$ cat src/rtl/sample_store_arbiter.sv
// Sample store arbiter: merges two channel sample strobes into one memory write
// port with round-robin arbitration, then streams stored words back out on request.
module sample_store_arbiter #(
  parameter int ADDR_W = 10
) (
  input  logic              i_clk,
  input  logic              _mrst,
  input  logic              i_run,
  input  logic              i_save_a,
  input  logic              i_save_b,
  input  logic [31:0]       i_data_a,
  input  logic [31:0]       i_data_b,
  input  logic              i_dump,
  output logic              o_mem_we,
  output logic [ADDR_W-1:0] o_mem_waddr,
  output logic [32:0]       o_mem_wdata,
  output logic [ADDR_W-1:0] o_mem_raddr,
  input  logic [32:0]       i_mem_rdata,
  output logic              o_rd_valid,
  output logic [32:0]       o_rd_data,
  input  logic              i_rd_ready,
  output logic [ADDR_W:0]   o_count,
  output logic              o_full,
  output logic              o_overflow,
  output logic              o_busy
);

  localparam logic [ADDR_W:0] DEPTH_CNT = {1'b1, {ADDR_W{1'b0}}};

  typedef enum logic [2:0] {IDLE, CAPTURE, RD_ADDR, RD_WAIT, RD_VALID} state_t;
  state_t state_reg, state_next;

  logic [1:0]        strobe;
  logic [1:0]        grant;
  logic [1:0]        drop;
  logic [1:0]        slot_valid;
  logic [31:0]       data_in [2];
  logic [31:0]       word_a;
  logic [31:0]       word_b;

  logic              we_reg;
  logic [ADDR_W-1:0] waddr_reg;
  logic [ADDR_W-1:0] wptr_reg;
  logic [ADDR_W-1:0] rptr_reg;
  logic [32:0]       wdata_reg;
  logic [32:0]       rd_data_reg;
  logic [ADDR_W:0]   count_reg;
  logic              overflow_reg;
  logic              last_a_reg;

  logic in_capture;
  logic enter_capture;
  logic capture_exit;
  logic start_dump;
  logic full;
  logic rd_accept;
  logic rd_last;

  assign strobe     = {i_save_b, i_save_a};
  assign data_in[0] = i_data_a;
  assign data_in[1] = i_data_b;

  assign in_capture    = (state_reg == CAPTURE);
  assign enter_capture = (state_reg == IDLE) && i_run;
  assign start_dump    = (state_reg == IDLE) && !i_run && i_dump && (count_reg != '0);
  assign full          = (count_reg == DEPTH_CNT);
  // A full store can never drain its pending slots, so stopping capture discards them.
  assign capture_exit  = in_capture && !i_run && ((slot_valid == 2'b00) || full);
  assign rd_accept     = (state_reg == RD_VALID) && i_rd_ready;
  assign rd_last       = (({1'b0, rptr_reg} + (ADDR_W+1)'(1)) == count_reg);

  // last_a_reg=0 after reset, so A wins the first contention.
  assign grant[0] = in_capture && !full && slot_valid[0] && (!slot_valid[1] || !last_a_reg);
  assign grant[1] = in_capture && !full && slot_valid[1] && !grant[0];

  for (genvar gi = 0; gi < 2; gi++) begin : g_slot
    logic        valid_reg;
    logic [31:0] word_reg;

    assign slot_valid[gi] = valid_reg;
    assign drop[gi]       = in_capture && strobe[gi] && valid_reg && !grant[gi];

    always_ff @(posedge i_clk or negedge _mrst) begin
      if (!_mrst) begin
        valid_reg <= 1'b0;
        word_reg  <= '0;
      end else if (enter_capture || capture_exit) begin
        valid_reg <= 1'b0;
      end else if (in_capture) begin
        if (strobe[gi] && (!valid_reg || grant[gi])) begin
          valid_reg <= 1'b1;
          word_reg  <= data_in[gi];
        end else if (grant[gi]) begin
          valid_reg <= 1'b0;
        end
      end
    end
  end

  assign word_a = g_slot[0].word_reg;
  assign word_b = g_slot[1].word_reg;

  always_ff @(posedge i_clk or negedge _mrst) begin
    if (!_mrst) begin
      state_reg <= IDLE;
    end else begin
      state_reg <= state_next;
    end
  end

  always_comb begin
    state_next = state_reg;
    case (state_reg)
      IDLE: begin
        if (i_run) begin
          state_next = CAPTURE;
        end else if (start_dump) begin
          state_next = RD_ADDR;
        end
      end
      CAPTURE: begin
        if (capture_exit) begin
          state_next = IDLE;
        end
      end
      RD_ADDR:  state_next = RD_WAIT;
      RD_WAIT:  state_next = RD_VALID;
      RD_VALID: begin
        if (rd_accept) begin
          state_next = rd_last ? IDLE : RD_ADDR;
        end
      end
      default:  state_next = IDLE;
    endcase
  end

  always_ff @(posedge i_clk or negedge _mrst) begin
    if (!_mrst) begin
      we_reg       <= 1'b0;
      waddr_reg    <= '0;
      wdata_reg    <= '0;
      wptr_reg     <= '0;
      count_reg    <= '0;
      overflow_reg <= 1'b0;
      last_a_reg   <= 1'b0;
      rptr_reg     <= '0;
      rd_data_reg  <= '0;
    end else begin
      we_reg <= |grant;
      if (|grant) begin
        waddr_reg  <= wptr_reg;
        wdata_reg  <= grant[0] ? {1'b0, word_a} : {1'b1, word_b};
        wptr_reg   <= wptr_reg + ADDR_W'(1);
        count_reg  <= count_reg + (ADDR_W+1)'(1);
        last_a_reg <= grant[0];
      end

      if (enter_capture) begin
        wptr_reg     <= '0;
        count_reg    <= '0;
        overflow_reg <= 1'b0;
      end else if (|drop) begin
        overflow_reg <= 1'b1;
      end

      if (start_dump) begin
        rptr_reg <= '0;
      end
      if (state_reg == RD_WAIT) begin
        rd_data_reg <= i_mem_rdata;
      end
      if (rd_accept) begin
        rptr_reg <= rptr_reg + ADDR_W'(1);
        if (rd_last) begin
          count_reg <= '0;
        end
      end
    end
  end

  assign o_mem_we    = we_reg;
  assign o_mem_waddr = waddr_reg;
  assign o_mem_wdata = wdata_reg;
  assign o_mem_raddr = rptr_reg;
  assign o_rd_valid  = (state_reg == RD_VALID);
  assign o_rd_data   = rd_data_reg;
  assign o_count     = count_reg;
  assign o_full      = full;
  assign o_overflow  = overflow_reg;
  assign o_busy      = (state_reg != IDLE);

endmodule

$ cat config.mk
export PLATFORM = sky130hd
export DESIGN_NAME = sample_store_arbiter
export DESIGN_NICKNAME = d
export VERILOG_FILES = /design/src/rtl/sample_store_arbiter.sv
export SDC_FILE = /design/constraint.sdc
export NUM_CORES = 1
export LEC_CHECK = 0
export ABC_AREA = 0
export BUFFER_PORTS_ARGS = -buffer_cell sky130_fd_sc_hd__buf_2
export CAP_MARGIN = 20
export CELL_PAD_IN_SITES_DETAIL_PLACEMENT = 0
export CELL_PAD_IN_SITES_GLOBAL_PLACEMENT = 1
export CORE_ASPECT_RATIO = 0.75
export CORE_MARGIN = 10
export CORE_UTILIZATION = 37
export CTS_CLUSTER_SIZE = 30
export DETAILED_ROUTE_END_ITERATION = 10
export GPL_TIMING_DRIVEN = 0
export PLACE_DENSITY = 0.75
export SLEW_MARGIN = 20
export SYNTH_ARGS = -nofsm -noshare
export SYNTH_HDL_FRONTEND = slang
export SYNTH_SLANG_ARGS = --single-unit
$ cat constraint.sdc
create_clock -name i_clk -period 2 [get_ports i_clk]
set_input_delay 0.1 -clock i_clk [delete_from_list [all_inputs] [get_ports i_clk]]
set_output_delay 0.1 -clock i_clk [all_outputs]
set_load 0.03 [all_outputs]
# == Yosys cells after proc, flatten, opt, wreduce, memory -nomap -nowiden ==
# Index checks and enable logic that the tools add are counted.
# totals
elab_cells,102
out_inout_bits,102
register_bits,179
in_bits,104
# op_classes
bitwise_logic,1
n_addsub,4
n_eq_ne,9
n_reduce_logical,49
muxes,25
# op_table
op,count
2-to-1 mux 11 bit,4
2-to-1 mux 10 bit,4
2-to-1 mux 33 bit,1
"adder 10 x 1 -> 10 bit, second input constant",2
logical AND 1 bit,20
case mux 3 bit (5 select lines),1
2-to-1 mux 3 bit,4
"adder 10 x 1 -> 11 bit, second input constant",1
"adder 11 x 1 -> 11 bit, second input constant",1
equality test 11 bit,1
"equality test 11 bit, second input constant",1
nonzero test 11 bit,1
2-to-1 mux 1 bit,10
AND reduction 3 bit,3
nonzero test 3 bit,3
nonzero test 2 bit,4
logical NOT 1 bit,7
"equality test 3 x 2 -> 1 bit, second input constant",2
logical OR 1 bit,5
"inequality test 2 x 1 -> 1 bit, second input constant",2
AND reduction 2 bit,2
OR reduction 2 bit,2
"equality test 3 x 1 -> 1 bit, second input constant",1
"equality test 3 bit, second input constant",1
other kinds (5),5

# == Longest topological paths before layout ==
# logic_depth
word_depth,12
depth_mapped,9
mapped_depth_nobuf,9

# == Worst setup path before layout ==
# Ideal clock, no wire load.
# synth_timing
kind,register to register
start,register rptr_reg[0] (netlist: o_mem_raddr[0])
end,register count_reg[0] (netlist: o_count[0])
synth_period_minus_slack_ns,2.374
n_path_buf,2
path_stages_with_launch,10
setup_ns,0.144
required_ns,1.856
t_arrival_ns,2.230
path_slack_ns,-0.374
cell_sequence,dfrtp_1 ha_1 buf_2 o21ba_2 a22oi_1 o2111ai_1 or4_1 nor3_1 buf_4 nor3_1
# synth_between
elab_chain_len,4
# synth_rtl
element,line_no,text
start: declaration,44,logic [ADDR_W-1:0] rptr_reg;
start signal: assignment,173,rptr_reg <= rptr_reg + ADDR_W'(1);
adder 10 x 1 -> 11 bit,70,"assign rd_last = (({1'b0, rptr_reg} + (ADDR_W+1)'(1)) == count_reg);"
equality test 11 bit,70,
2-to-1 mux 11 bit,174,if (rd_last) begin
2-to-1 mux 11 bit,172,if (rd_accept) begin
end signal: assignment,154,count_reg <= count_reg + (ADDR_W+1)'(1);
end: declaration,47,logic [ADDR_W:0] count_reg;
# Every way passes these cells.
# A chain may end at the register's enable or synchronous reset.

# == Worst setup path after layout ==
# layout_timing
start,register rptr_reg[1] (netlist: o_mem_raddr[1])
end,register count_reg[8] (netlist: o_count[8])
# Same word-level chain as after synthesis.

==> metrics.yaml <==
dieArea_um2: 27100
grt_overflow: 0
grt_antenna_before_repair: 0
yosys.area_share.simple: 0.105
power_density_nw_per_um2: 1510
synth_top_area_cell: "dfrtp_1"
root_buffer: "clkbuf_16"
crit_path_end_kind: "register"
synth_top_family_by_area: "multiplexers"
criticalPathCategory: "reg2reg"
die_height_um: 145
hold_viol_final: 0
largest_reg_flops: 64
grt_max_degree: 80
area_growth_pct: 52.9
skew_ns: 0.0101
drt_first_pass_iters: 8
postRouteAntennaNets: 0
peakVddDrop_v: 0.000750
synth_cell_types: 53
stdcell_count: 1299
synth_compound_area_frac: 0.0867
ys_ff_latch: 179
core.rowCount: 45
drt-total-wl_um: 23700
slew_headroom: 0.726
synth_most_common_cell: "dfrtp_1"
drive_gt1_frac: 0.480
syn_avg_cell_area_um2: 12.3
fmax_ghz: 0.464
min_period_ns: 2.16
post-route-period-util: 1.08
crit_fanout: 6
grt_pass1_wl_um: 37600
syn_inst: 627
rsz0062_at_grt: "true"
synth_xor_area_frac: 0.0295
worstMarginPinSlew_ns: 0.411
ys.flop_type: "dfrtp_1"
yosysSeqAreaShare: 0.580
cp.arrival_ns: 2.46
setup_viol: 110
max_cap_viol_count: 0
die-width_um: 187
start_util: 0.379
yosys_warnings: 0
yosys.area.top_type_share: 0.580
vias: 6429
clock_path_buffers: 2
clock_sinks: 179
status: "complete, but fails checks"
wl_per_cell_um: 18.2
io_buffers: 205
timing.hold.ws_ns: 0.0195
antenna_cells: 0
routabilityCongestion: 0.791
syn-num-nets: 735
drt_iter0_markers: 523
first_global_vias: 6575
fin_ws_ns: -0.156
fin_nets: 1112
synth_edf_count: 0
clk_pin_slew_ns: 0.07
track_usage: 0.170
insertion_delay_ns: 0.43
async_flop_share: 1.00
synthTopCellsByCount: "dfrtp_1, mux2_2, nand2_1"
power.leakage_nw: 5.71
required_ns: 2.31
synth_fa_ha_area_frac: 0.00648
dp_hpwl_um: 15600
cts_tree: "built"
synth_mux_area_frac: 0.144
place_inst: 1116
cp-start-kind: "register"
slew_viol_final: 0
htreeDepth: 4
netlist_area_um2: 7720
io_pins: 206
core_area_um2: 20400
hp-class: "in2reg"
cts_buffers: 17
drc: 0
vias_per_cell: 4.95
synthTopCellsByArea: "dfrtp_1, mux2_2, a222oi_1"
violations: "setup timing"
## through the flow
stage                     setup slack (ns)  total power [mW]  setup TNS (ns)  utilization  instance area, um^2
after floorplan                     -0.244              10.7          -16.95            -                 7810
after global placement               -2.53              12.6         -441.16        0.451                 9190
after detailed placement            -0.491              12.8          -50.32        0.454                 9250
after CTS                           -0.228              17.6          -16.77        0.566                11500
after global routing                -0.239              19.0          -22.58        0.579                11800
final                               -0.156              17.8           -8.65        0.579                11800
## final timing paths
check | depth (start not counted) | slack, ns | start | to
max | 8 | -0.16 | o_mem_raddr[1] | o_count[8]
min | 3 | 0.02 | i_run | state_reg[0]
max reg2reg | 8 | -0.16 | o_mem_raddr[1] | o_count[8]
min reg2reg | 2 | 0.47 | o_mem_waddr[3] | o_mem_waddr[3]
max in group asynchronous | 3 | 1.23 | _mrst | o_count[5]
min in group asynchronous | 2 | 0.10 | _mrst | g_slot[1].word_reg[23]
## report_power, final
part	internal (mW)	switching (mW)	leakage (nW)
clock network	1.81	1.63	0.300
registers	5.14	0.827	2.20
logic	3.92	4.52	3.20
## layer usage
| layer | GRT usage | share of wire | routed length, um |
|---|---|---|---|
| met1 | 0.234 | 0.47 | 11000 |
| met2 | 0.256 | 0.45 | 10700 |
| met3 | 0.0574 | 0.073 | 1740 |
| met5 | 0 | 0 | 0 |
| met4 | 0.0310 | 0.0065 | 154 |
## final cells by class
class	instances	area (um^2)
clock buffers	17	425
multi-input cells	370	3170
clock inverters	15	190
plain buffers	27	298
repair buffers	368	2700
well taps	282	353
flip-flops and latches	179	4500
fillers	1721	8580
inverters	41	166
## worst max-delay path, cell delays in order (launching register included)
cell	delay, ns
dfrtp_2	0.44
ha_4	0.19
o21ba_4	0.19
a22oi_2	0.19
o2111ai_2	0.14
or4_4	0.45
nor3_4	0.21
buf_6	0.18
nor3_2	0.04
## timing repair
action,in CTS,in global routing
buffers inserted,37,20
resized for setup,78,37
cloned,5,3
pin swaps,23,52
setup endpoints to repair,141,140
hold endpoints to repair,277,0
hold buffers,99,0
## kinds of logic after synthesis
kind of cell               Yosys count
DFF                                179
and+or+nand+nor                    156
muxes                               99
AOI/OAI and AO/OA                   85
buffers and inverters               78
xor gates and xnor gates            26
adders and majority gates            4
## cell usage in the layout (no fill, tap or decap), types with 5 or more instances in the layout
cell type / count
a21oi_1: 8
a222oi_1: 32
and3_1: 5
buf_12: 8
buf_2: 210
buf_4: 46
buf_6: 12
buf_8: 7
clkbuf_16: 21
clkbuf_2: 6
clkinv_8: 5
dfrtp_1: 165
dfrtp_2: 14
dlygate4sd3_1: 99
inv_1: 38
inv_6: 5
mux2_2: 92
mux2_4: 6
nand2_1: 58
nand3_1: 12
nand4_1: 9
nor2_1: 15
nor3_2: 13
o21ai_0: 17
xnor2_1: 13
xor2_1: 13
No activity file was read; power rests on OpenSTA's default activity.
